`config.mk`:
```
export PLATFORM = sky130hd
export DESIGN_NAME = poly_op_sequencer
export DESIGN_NICKNAME = d
export VERILOG_FILES = /design/src/rtl/poly_op_sequencer.sv
export SDC_FILE = /design/constraint.sdc
export NUM_CORES = 1
export LEC_CHECK = 0
export CORE_ASPECT_RATIO = 1.75
export CORE_MARGIN = 2
export CORE_UTILIZATION = 50
export CTS_CLUSTER_DIAMETER = 40
export DETAILED_ROUTE_END_ITERATION = 10
export PLACE_DENSITY_LB_ADDON = 0.08
export SLEW_MARGIN = 25
export SYNTH_ARGS = -nofsm -noshare
export SYNTH_HDL_FRONTEND = slang
export SYNTH_SLANG_ARGS = --single-unit
```
`constraint.sdc`:
```
create_clock -name clk -period 5.2 [get_ports clk]
set_input_delay 0.52 -clock clk [delete_from_list [all_inputs] [get_ports clk]]
set_output_delay 0.52 -clock clk [all_outputs]
set_load 0.01 [all_outputs]
```
`src/rtl/poly_op_sequencer.sv`:
```
// Issue/drain sequencer for NTT, INTT and pointwise-multiply passes.
// Drives stage/idx, bank read enables and latency-matched write enables.
module poly_op_sequencer #(
  parameter int LOG_N   = 9,
  parameter int LOG_BFU = 2,
  parameter int BF_LAT  = 10,
  parameter int PWM_LAT = 10
) (
  input  logic                     clk,
  input  logic                     rst_n,
  input  logic                     start,
  input  logic [1:0]               conf,
  input  logic                     abort,
  output logic                     busy,
  output logic                     done,
  output logic                     op_err,
  output logic [$clog2(LOG_N):0]   stage,
  output logic [LOG_N-LOG_BFU-1:0] idx,
  output logic                     intt_mode,
  output logic                     ren_a,
  output logic                     ren_b,
  output logic                     wen_a,
  output logic                     wen_b
);

  localparam int SW   = $clog2(LOG_N) + 1;
  localparam int IW   = LOG_N - LOG_BFU;
  localparam int MAXL = (BF_LAT > PWM_LAT) ? BF_LAT : PWM_LAT;
  localparam int SHW  = MAXL + 1;
  localparam int LW   = $clog2(MAXL + 1);

  localparam logic [SW-1:0] S_TOP  = SW'(LOG_N - 1);
  localparam logic [IW-1:0] C_LAST = IW'((1 << (IW - 1)) - 1);
  localparam logic [IW-1:0] P_LAST = '1;
  localparam logic [LW-1:0] L_BF   = LW'(BF_LAT);
  localparam logic [LW-1:0] L_PWM  = LW'(PWM_LAT);

  localparam logic [1:0] C_NTT  = 2'b01;
  localparam logic [1:0] C_PWM  = 2'b10;
  localparam logic [1:0] C_INTT = 2'b11;

  typedef enum logic [2:0] {
    S_IDLE,
    S_NTT,
    S_INTT,
    S_PWM,
    S_DRAIN
  } state_t;

  state_t r_state;
  state_t w_next;

  logic [1:0]     r_conf;
  logic [SW-1:0]  r_stage;
  logic [IW-1:0]  r_idx;
  logic [LW-1:0]  r_lat;
  logic [LW-1:0]  r_dcnt;
  logic [SHW-1:0] r_sh_v;
  logic [SHW-1:0] r_sh_s;
  logic           r_done;
  logic           r_op_err;

  logic          w_issue;
  logic          w_last;
  logic          w_fin;
  logic          w_abort;
  logic          w_accept;
  logic          w_rsel;
  logic [SW-1:0] w_home;
  logic [SW-1:0] w_init;

  assign w_issue = (r_state == S_NTT) ||
                   (r_state == S_INTT) ||
                   (r_state == S_PWM);
  assign w_abort = abort && (r_state != S_IDLE);
  assign w_accept = (r_state == S_IDLE) && (w_next != S_IDLE);

  assign w_home = (r_conf == C_INTT) ? S_TOP : '0;
  assign w_init = (conf == C_INTT) ? S_TOP : '0;

  assign intt_mode = (r_conf == C_INTT) && (r_state != S_IDLE);
  assign w_rsel = (r_state == S_PWM) ? 1'b0 : (r_stage[0] ^ intt_mode);

  always_comb begin
    w_last = 1'b0;
    unique case (r_state)
      S_NTT:   w_last = (r_stage == S_TOP) && (r_idx == C_LAST);
      S_INTT:  w_last = (r_stage == '0) && (r_idx == C_LAST);
      S_PWM:   w_last = (r_idx == P_LAST);
      default: w_last = 1'b0;
    endcase
  end

  always_ff @(posedge clk or negedge rst_n) begin
    if (!rst_n) r_state <= S_IDLE;
    else        r_state <= w_next;
  end

  always_comb begin
    w_next = r_state;
    w_fin  = 1'b0;
    unique case (r_state)
      S_IDLE: begin
        if (start && !abort) begin
          unique case (1'b1)
            (conf == C_NTT):  w_next = S_NTT;
            (conf == C_INTT): w_next = S_INTT;
            (conf == C_PWM):  w_next = S_PWM;
            default:          w_next = S_IDLE;
          endcase
        end
      end
      S_NTT, S_INTT, S_PWM: begin
        if (w_last) w_next = S_DRAIN;
      end
      S_DRAIN: begin
        if (r_dcnt == r_lat) begin
          w_next = S_IDLE;
          w_fin  = 1'b1;
        end
      end
      default: w_next = S_IDLE;
    endcase
    if (w_abort) begin
      w_next = S_IDLE;
      w_fin  = 1'b0;
    end
  end

  always_ff @(posedge clk or negedge rst_n) begin
    if (!rst_n) begin
      r_conf   <= '0;
      r_stage  <= '0;
      r_idx    <= '0;
      r_lat    <= '0;
      r_done   <= 1'b0;
      r_op_err <= 1'b0;
    end else begin
      r_done   <= w_fin;
      r_op_err <= (r_state == S_IDLE) && start &&
                  !abort && (conf == 2'b00);
      if (w_accept) begin
        r_conf  <= conf;
        r_lat   <= (conf == C_PWM) ? L_PWM : L_BF;
        r_stage <= w_init;
        r_idx   <= '0;
      end else if ((r_state == S_IDLE) || (w_next == S_IDLE)) begin
        r_stage <= w_home;
        r_idx   <= '0;
      end else if (w_issue) begin
        if (w_last) begin
          r_stage <= w_home;
          r_idx   <= '0;
        end else if (r_state == S_PWM) begin
          r_idx <= r_idx + IW'(1);
        end else if (r_idx == C_LAST) begin
          r_idx <= '0;
          if (r_state == S_INTT) r_stage <= r_stage - SW'(1);
          else                   r_stage <= r_stage + SW'(1);
        end else begin
          r_idx <= r_idx + IW'(1);
        end
      end
    end
  end

  always_ff @(posedge clk or negedge rst_n) begin
    if (!rst_n)                   r_dcnt <= '0;
    else if (r_state == S_DRAIN)  r_dcnt <= r_dcnt + LW'(1);
    else                          r_dcnt <= '0;
  end

  // Nothing is in flight once back in IDLE, so the delay line is flushed there.
  always_ff @(posedge clk or negedge rst_n) begin
    if (!rst_n) begin
      r_sh_v <= '0;
      r_sh_s <= '0;
    end else if (w_abort || (r_state == S_IDLE)) begin
      r_sh_v <= '0;
      r_sh_s <= '0;
    end else begin
      r_sh_v <= {r_sh_v[SHW-2:0], w_issue};
      r_sh_s <= {r_sh_s[SHW-2:0], w_rsel};
    end
  end

  assign busy   = (r_state != S_IDLE);
  assign done   = r_done;
  assign op_err = r_op_err;
  assign stage  = r_stage;
  assign idx    = r_idx;
  assign ren_a  = w_issue && !w_rsel;
  assign ren_b  = w_issue && w_rsel;
  assign wen_a  = r_sh_v[r_lat] && r_sh_s[r_lat];
  assign wen_b  = r_sh_v[r_lat] && !r_sh_s[r_lat];

endmodule

```
# Word-level counts from Yosys, hierarchy flattened
# Index checks and enable logic that the tools add are counted.
# word_totals
in_bits,6
register_bits,46
out_inout_bits,20
# op_classes
n_reduce_logical,30
n_eq_ne,13
n_bitwise,1
order_cmp,1
muxes,33
n_addsub,4
# op_table
cell,count
$mux W7,6
$mux W5,7
$mux W11,2
$logic_and A1 B1 Y1,13
$mux W3,4
$mux W4,3
$pmux W3 S3,1
$reduce_bool A3 Y1,3
$add A7 B1 Y7 const B,1
$eq A7 B6 Y1 const B,1
$eq A7 B7 Y1 const B,1
$eq A2 B2 Y1 const B,3
$eq A3 B2 Y1 const B,2
$logic_not A3 Y1,2
$mux W1,6
$pmux W2 S3,1
$add A5 B1 Y5 const B,1
$eq A5 B4 Y1 const B,1
$logic_not A5 Y1,1
$lt A4 B5 Y1 const B,1
$sub A5 B1 Y5 const B,1
$add A4 B1 Y4 const B,1
$bmux W1 S2,2
$eq A4 B4 Y1,1
12 further kinds,17

# Logic depth before layout (Yosys ltp)
# Gate-level depths: netlist of run 1.
# logic_depth
ltp_word,10
ltp_mapped,8

# Worst setup path before layout of run 1
# OpenSTA, ideal clock, no wires.
# synth_path
kind,flip-flop to flip-flop
startpoint,register r_state[0]
endpoint,register r_stage[3] (netlist: stage[3])
synth_period_minus_slack_ns,2.111
n_path_buf,0
t_arrival_ns,1.979
stages_incl_launch_ff,9
setup_slack_ns,3.089
path_cell_list,dfrtp_1 -> nor3b_2 -> ha_1 -> a21o_1 -> a21oi_1 -> xnor2_1 -> and4_1 -> a221oi_1 -> mux2i_1
# synth_between
elab_chain_len,9
elab_cells_between_ends,31
# synth_rtl
element,line,source
"start, declared",50,state_t r_state;
"start signal, assigned",96,else r_state <= w_next;
"$eq A3 B2 Y1, or another cell as far along",-,
$pmux W1 S3,86,unique case (r_state)
$mux W3,114,if (w_last) w_next = S_DRAIN;
$pmux W3 S3,102,unique case (r_state)
$mux W3,124,if (w_abort) begin
$reduce_bool A3 Y1 / $logic_not A3 Y1 (equally long branches),"76, 147",
$logic_and A1 B1 Y1 / $logic_or A1 B1 Y1 (equally long branches),"76, 147",
"$ne A4 B3 Y1 (no line), or another cell as far along",-,
$reduce_and A3 Y1 (no line) / $mux W5 (equally long branches),-,
"end signal, assigned",145,r_stage <= w_init;
"end signal, assigned",148,r_stage <= w_home;
"end signal, assigned",152,r_stage <= w_home;
"end, declared",54,logic [SW-1:0] r_stage;
# Several ways; a longest one is shown, not always the timed one. The select of a mux whose other input is x is not followed.
# A chain may end at the register's enable or synchronous reset.

# Final worst setup path of run 1
# layout_path
startpoint,register r_state[0]
endpoint,output intt_mode
# layout_between
elab_chain_len,2
# layout_rtl
element,line,source
$reduce_bool A3 Y1,81,assign intt_mode = (r_conf == C_INTT) && (r_state != S_IDLE);
$logic_and A1 B1 Y1,81,
"end, declared",19,"output logic intt_mode,"
# No other way between the ends.

==> results.cfg, run 1 <==
[yosys]
synth.ff_latch_count = 46
ys_dominant_reg_cell = sky130_fd_sc_hd__dfrtp_1
synth_seq_area_share_pct = 49.30
post_synth_xor_area_fraction_pct = 4.126
yosys-top-cells-area = sky130_fd_sc_hd__dfrtp_1, sky130_fd_sc_hd__and2_1, sky130_fd_sc_hd__ha_1
synth.lib_cells_used.distinct = 49
syn_area_um2 = 2335
main_combinational_cell_family_by_area_after_synthesis = simple AND/OR/NAND/NOR gates
post_synth_mux_area_share_pct = 0.8574
yosysMostFrequentCell = sky130_fd_sc_hd__dfrtp_1
yosysWarningCount = 0
synth-async-reset-ratio_pct = 100.0
synth_fa_ha_area_share_pct = 5.145
synthesis.instances = 224
synth_simple_gate_area_share_pct = 22.62
synth_fp_nets = 239
synthesis.area_per_instance_um2 = 10.42
synth_enable_flop_cells = 0
synth.top_cells.by_count = sky130_fd_sc_hd__dfrtp_1, sky130_fd_sc_hd__and2_1, sky130_fd_sc_hd__nand2_1, sky130_fd_sc_hd__nor2_1, sky130_fd_sc_hd__a21oi_1
yosys.area.top_type = sky130_fd_sc_hd__dfrtp_1
synth-compound-area-share_pct = 15.54
yosysTopAreaCellShare_pct = 49.30

[route]
post_drt_wl_per_cell_um = 15.98
route.final.wire_length_mm = 4.827
first_pass_iters = 4
number_of_vias_per_cell_after_detailed_routing = 5.632
via_count = 1701
drt-initial-drc-count = 37
remaining_drc_errors = 0
remaining_antenna_violation_count_after_routing = 0

[setup_path]
startpoint_type_of_the_worst_setup_path = flip-flop
endpoint_kind_of_the_worst_setup_timing_path = primary output
critical_path_required_ps = 4680
regToRegEndpoint = stage[3]$_DFFE_PN0P_
worstPathMaxFanout = 14
r2r_cells = 8
worst_ep_arrival_time_ps = 2340
path_class = reg -> out
register_to_register_path_setup_slack_ps = 2630
timing.rr.start = r_state[1]$_DFF_PN0_
critPathLaunch = r_state[0]$_DFF_PN0_

[place]
final_weighted_congestion_in_routability_driven_placement = 0.8406
port_buffers = 25
post-dp-hpwl_mm = 3.505
post_dp_cell_area_um2 = 2610

[clock_network]
cts.sinks = 46
tritoncts.num_buffers = 5
cts-root-to-sink-buffers = 2
post_cts_hold_buffer_count = 0
cts_resized = 0
cts.htree.levels = 2
cts.reportedPaths.clkPinSlew_ps = 90
cts_setup_buffers = 0
worst_skew_pair.late_latency_ps = 300
clockRootBuffer = sky130_fd_sc_hd__clkbuf_8
cts_tree = yes

[layout]
flow.area_growth_from_synthesis_pct = 16.83
fillers = 391
insertedDiodeCount = 0
layout.cell_area.non_filler_um2 = 2728
final_net_count = 265
final_layout_size_suffix_gt1_share_pct = 11.95

[floorplan]
floorplan.die.width_um = 55.66
design.portCount = 26
die_h_um = 94.40
coreArea_um2 = 4444
die_area_um2 = 5254
placement_rows = 32
start_util_pct = 52.53

[sta]
clock_skew_ps = 11.08
setup_total_negative_slack_ps = 0
final.min_clock_period_ps = 2857
achievable-frequency_mhz = 350.0
report.final.setup_viol = 0
worst-slew-pin-transition_ps = 924.6
rsz0062_at_grt = false
finalCritPeriodShare_pct = 54.95
drv_slew = 0
fin_hold_viols = 0
worst_slew_margin_rel_pct = 37.89

[global_routing]
grt_first_pass_wirelength_mm = 8.266
first_global_vias = 1728
globalRouteOverflowTotal = 0
grt_start_max_net_pins = 47
initial_antenna_violation_count = 0
overall_global_routing_usage_pct = 20.34

[power]
switchingPower_w = 0.0004716
cellPowerDensity_nw_per_um2 = 449.9
worst_ir_drop_vdd_v = 0.0003345
p_comb_share_pct = 41.0
p_int_w = 0.0007556
power.switching_fraction_pct = 38.43
power_leakage_nw = 1.206
seqPwrFrac_pct = 37.4
power.clock.fraction_pct = 21.6

[min_path]
min_path_type = in -> async

[run]
maxcap_violations = 0

[status]
status = complete, no violations
worst max-delay path: stages, from the launching register on:
cell and delay [ps]:
sky130_fd_sc_hd__dfrtp_1 570, sky130_fd_sc_hd__nor3_1 830, sky130_fd_sc_hd__nor2_1 130, sky130_fd_sc_hd__clkdlybuf4s50_1 510
flip-flops by register name, summed over array words and instances (netlist names):
| register | cells |
|---|---|
| r_sh_v | 11 |
| idx | 7 |
| r_conf | 2 |
| op_err | 1 |
| done | 1 |
| r_dcnt | 4 |
| r_state | 3 |
| r_lat | 1 |
| stage | 5 |
| r_sh_s | 11 |
metal layers:
metal	GRT usage [%]	share of wire, %
met5	0	0
met4	9.959	3.3
met3	4.247	2.7
met2	36.11	52
met1	23.00	42
metrics by stage:
step / hold WS (ps) / worst slack [ps] / power [W] / instances / util (%)
finish: 214.8 / 2343 / 0.001227 / 302 / 61.37
detailed placement: 433.5 / 2587 / 0.0009708 / 294 / 58.73
global placement: 437.4 / 2651 / 0.0009643 / 294 / 58.73
global route: 262.7 / 2182 / 0.001307 / 302 / 61.37
CTS: 423.2 / 2362 / 0.001237 / 302 / 61.26
floorplan: 224.4 / 3089 / 0.0008115 / 224 / -
placed cells by master (no fill, tap or decap), types with 4 or more instances in the layout:
cell and n:
sky130_fd_sc_hd__clkdlybuf4s50_1 24, sky130_fd_sc_hd__nor2_1 18, sky130_fd_sc_hd__xnor2_1 6, sky130_fd_sc_hd__and2_1 22
sky130_fd_sc_hd__inv_1 5, sky130_fd_sc_hd__ha_1 8, sky130_fd_sc_hd__dfrtp_1 46, sky130_fd_sc_hd__xor2_1 5
sky130_fd_sc_hd__nand3_1 9, sky130_fd_sc_hd__clkbuf_8 5, sky130_fd_sc_hd__a21oi_1 11, sky130_fd_sc_hd__and3_1 4
sky130_fd_sc_hd__o21ai_0 9, sky130_fd_sc_hd__nor3_1 4, sky130_fd_sc_hd__nand2_1 19
logic make-up (layout without fill, tap and decap cells):
logic type | after synthesis | in the layout
compound gates | 47 | 47
flops | 46 | 46
mux | 2 | 2
fa+ha+maj | 9 | 9
buf+inv | 12 | 39
simple gates | 97 | 97
xor+xnor | 11 | 11
power groups by stage:
stage / Sequential, W / Combinational, W / Clock, W
3_3_place_gp: 0.000465 / 0.000500 / 0
5_1_grt: 0.000467 / 0.000556 / 0.000284
2_1_floorplan: 0.000443 / 0.000369 / 0
4_1_cts: 0.000459 / 0.000506 / 0.000272
3_5_place_dp: 0.000466 / 0.000505 / 0
6_report: 0.000460 / 0.000503 / 0.000265
final cells by class:
class,count,area (um^2),share of cell area [%]
clock inverters,3,43.79,1.606
multi-input cells,166,1130,41.42
repair buffers,25,247.7,9.083
clock buffers,5,68.82,2.523
well taps,51,63.81,2.339
flip-flops and latches,46,1151,42.20
inverters,6,22.52,0.8257
how the worst max path moves through the flow:
stage	slack (ps)	endpoint	cells past startpoint
6_report	2340	intt_mode	3
5_1_grt	2180	intt_mode	3
3_3_place_gp	2650	idx[3]$_DFFE_PN0P_	7
3_5_place_dp	2590	idx[5]$_DFFE_PN0P_	7
4_1_cts	2360	intt_mode	3
2_1_floorplan	3090	stage[3]$_DFFE_PN0P_	8
(Power assumes the default switching activity.)
==> run 2: changes to the inputs <==
==> constraint.sdc (replaced) <==
create_clock -name clk -period 2.8 [get_ports clk]
set_input_delay 0.28 -clock clk [delete_from_list [all_inputs] [get_ports clk]]
set_output_delay 0.28 -clock clk [all_outputs]
set_load 0.01 [all_outputs]
==> results.cfg, run 2 (synthesized netlist as in run 1, its figures left out) <==
[clock_network]
cts_resized = 0
tritoncts.num_buffers = 5
cts-root-to-sink-buffers = 2
cts.sinks = 46
cts.htree.levels = 2
cts_tree = yes
cts_setup_buffers = 0
worst_skew_pair.late_latency_ps = 310
cts.reportedPaths.clkPinSlew_ps = 100
clockRootBuffer = sky130_fd_sc_hd__clkbuf_8
post_cts_hold_buffer_count = 0

[setup_path]
r2r_cells = 8
path_class = reg -> out
endpoint_kind_of_the_worst_setup_timing_path = primary output
register_to_register_path_setup_slack_ps = 540
regToRegEndpoint = stage[3]$_DFFE_PN0P_
startpoint_type_of_the_worst_setup_path = flip-flop
critical_path_required_ps = 2520
crit_path_end = ren_a
worst_ep_arrival_time_ps = 2020
critPathLaunch = stage[0]$_DFFE_PN0P_
worstPathMaxFanout = 6
timing.rr.start = r_state[0]$_DFF_PN0_

[floorplan]
die_h_um = 94.40
coreArea_um2 = 4444
floorplan.die.width_um = 55.66
start_util_pct = 52.53
placement_rows = 32
die_area_um2 = 5254
design.portCount = 26

[route]
first_pass_iters = 4
remaining_drc_errors = 0
number_of_vias_per_cell_after_detailed_routing = 5.625
remaining_antenna_violation_count_after_routing = 0
via_count = 1727
route.final.wire_length_mm = 4.815
post_drt_wl_per_cell_um = 15.68
drt-initial-drc-count = 30

[sta]
fin_hold_viols = 46
least_setup_slack_across_all_paths_after_layout_ps = 500.9
rsz0062_at_grt = false
worst-slew-pin-transition_ps = 580.1
report.final.setup_viol = 0
clock_skew_ps = 12.44
worst_slew_margin_rel_pct = 61.09
finalCritPeriodShare_pct = 82.11
achievable-frequency_mhz = 434.9
hold_slack_ps = -40.92
setup_total_negative_slack_ps = 0
final.min_clock_period_ps = 2299
drv_slew = 0

[place]
post-dp-hpwl_mm = 3.424
port_buffers = 25
final_weighted_congestion_in_routability_driven_placement = 0.8228
pre_cts_ws_ps = 422.1

[layout]
insertedDiodeCount = 0
final_layout_size_suffix_gt1_share_pct = 13.67
layout.cells.most_common_list = sky130_fd_sc_hd__dfrtp_1, sky130_fd_sc_hd__clkdlybuf4s50_1, sky130_fd_sc_hd__and2_1, sky130_fd_sc_hd__nand2_1, sky130_fd_sc_hd__nor2_1
flow.area_growth_from_synthesis_pct = 18.44
most_common_cell_after_layout_fill_and_taps_aside = sky130_fd_sc_hd__dfrtp_1
final_net_count = 270

[run]
maxcap_violations = 0

[global_routing]
grt_start_max_net_pins = 47
initial_antenna_violation_count = 0
grt_first_pass_wirelength_mm = 8.411
first_global_vias = 1769
overall_global_routing_usage_pct = 20.82
globalRouteOverflowTotal = 0

[power]
worst_ir_drop_vdd_v = 0.0005876
cellPowerDensity_nw_per_um2 = 846.1
power_leakage_nw = 1.231

[status]
status = finished with violations
violations = hold timing

[min_path]
min_path_type = in -> async
-- run 2: cell count changes in the layout (fill, tap and decap cells not counted) --
cell | before | now
sky130_fd_sc_hd__buf_4 | 1 | 6
-- run 2: worst min path at each step --
stage                                 endpoint  depth (start not counted)
final                     stage[3]$_DFFE_PN0P_                          1
after global routing       r_dcnt[0]$_DFF_PN0_                          1
after CTS                  r_sh_s[5]$_DFF_PN0_                          1
after detailed placement   r_sh_s[7]$_DFF_PN0_                          1
after global placement    r_sh_s[10]$_DFF_PN0_                          1
after floorplan                 done$_DFF_PN0_                          0
-- run 2: power by group --
| group | leakage, nW | internal [W] | switching [W] |
|---|---|---|---|
| registers | 0.626 | 0.000738 | 0.0000672 |
| logic | 0.546 | 0.000440 | 0.000592 |
| clock network | 0.0585 | 0.000268 | 0.000235 |
| total | 1.23 | 0.00145 | 0.000894 |
-- run 2: final cells by class --
class | count | area (um^2)
clock buffer | 5 | 68.82
sequential | 46 | 1151
tap | 51 | 63.81
timing repair buffer | 30 | 285.3
multi-input combinational | 166 | 1130
inverter | 6 | 22.52
clock inverter | 3 | 43.79
fill | 367 | 1679
-- run 2: metrics by stage --
stage                     hold WS, ps  cell area [um^2]  cells  util, %  total power [W]
after global routing            11.75              2765    307    62.22         0.002491
after CTS                       171.1              2760    307    62.11         0.002351
final                          -40.92              2765    307    62.22         0.002340
after floorplan                -15.59              2335    224        -         0.001507
after global placement          433.2              2648    299    59.57         0.001845
after detailed placement        436.7              2648    299    59.57         0.001848
-- run 2: layer usage --
metal  vias up  global-route usage (%)  wire length [um]
li1        842                       -                 -
met1       827                   24.39              2039
met2        45                   35.32              2462
met3        13                   3.973               161
met4         0                   12.20               152
met5         -                       0                 0
-- run 2: worst max-delay path: stages, from the launching register on --
cell                              delay, ps
sky130_fd_sc_hd__dfrtp_1                540
sky130_fd_sc_hd__xor2_1                 340
sky130_fd_sc_hd__o21ai_0                120
sky130_fd_sc_hd__a21oi_1                150
sky130_fd_sc_hd__clkdlybuf4s50_1        550
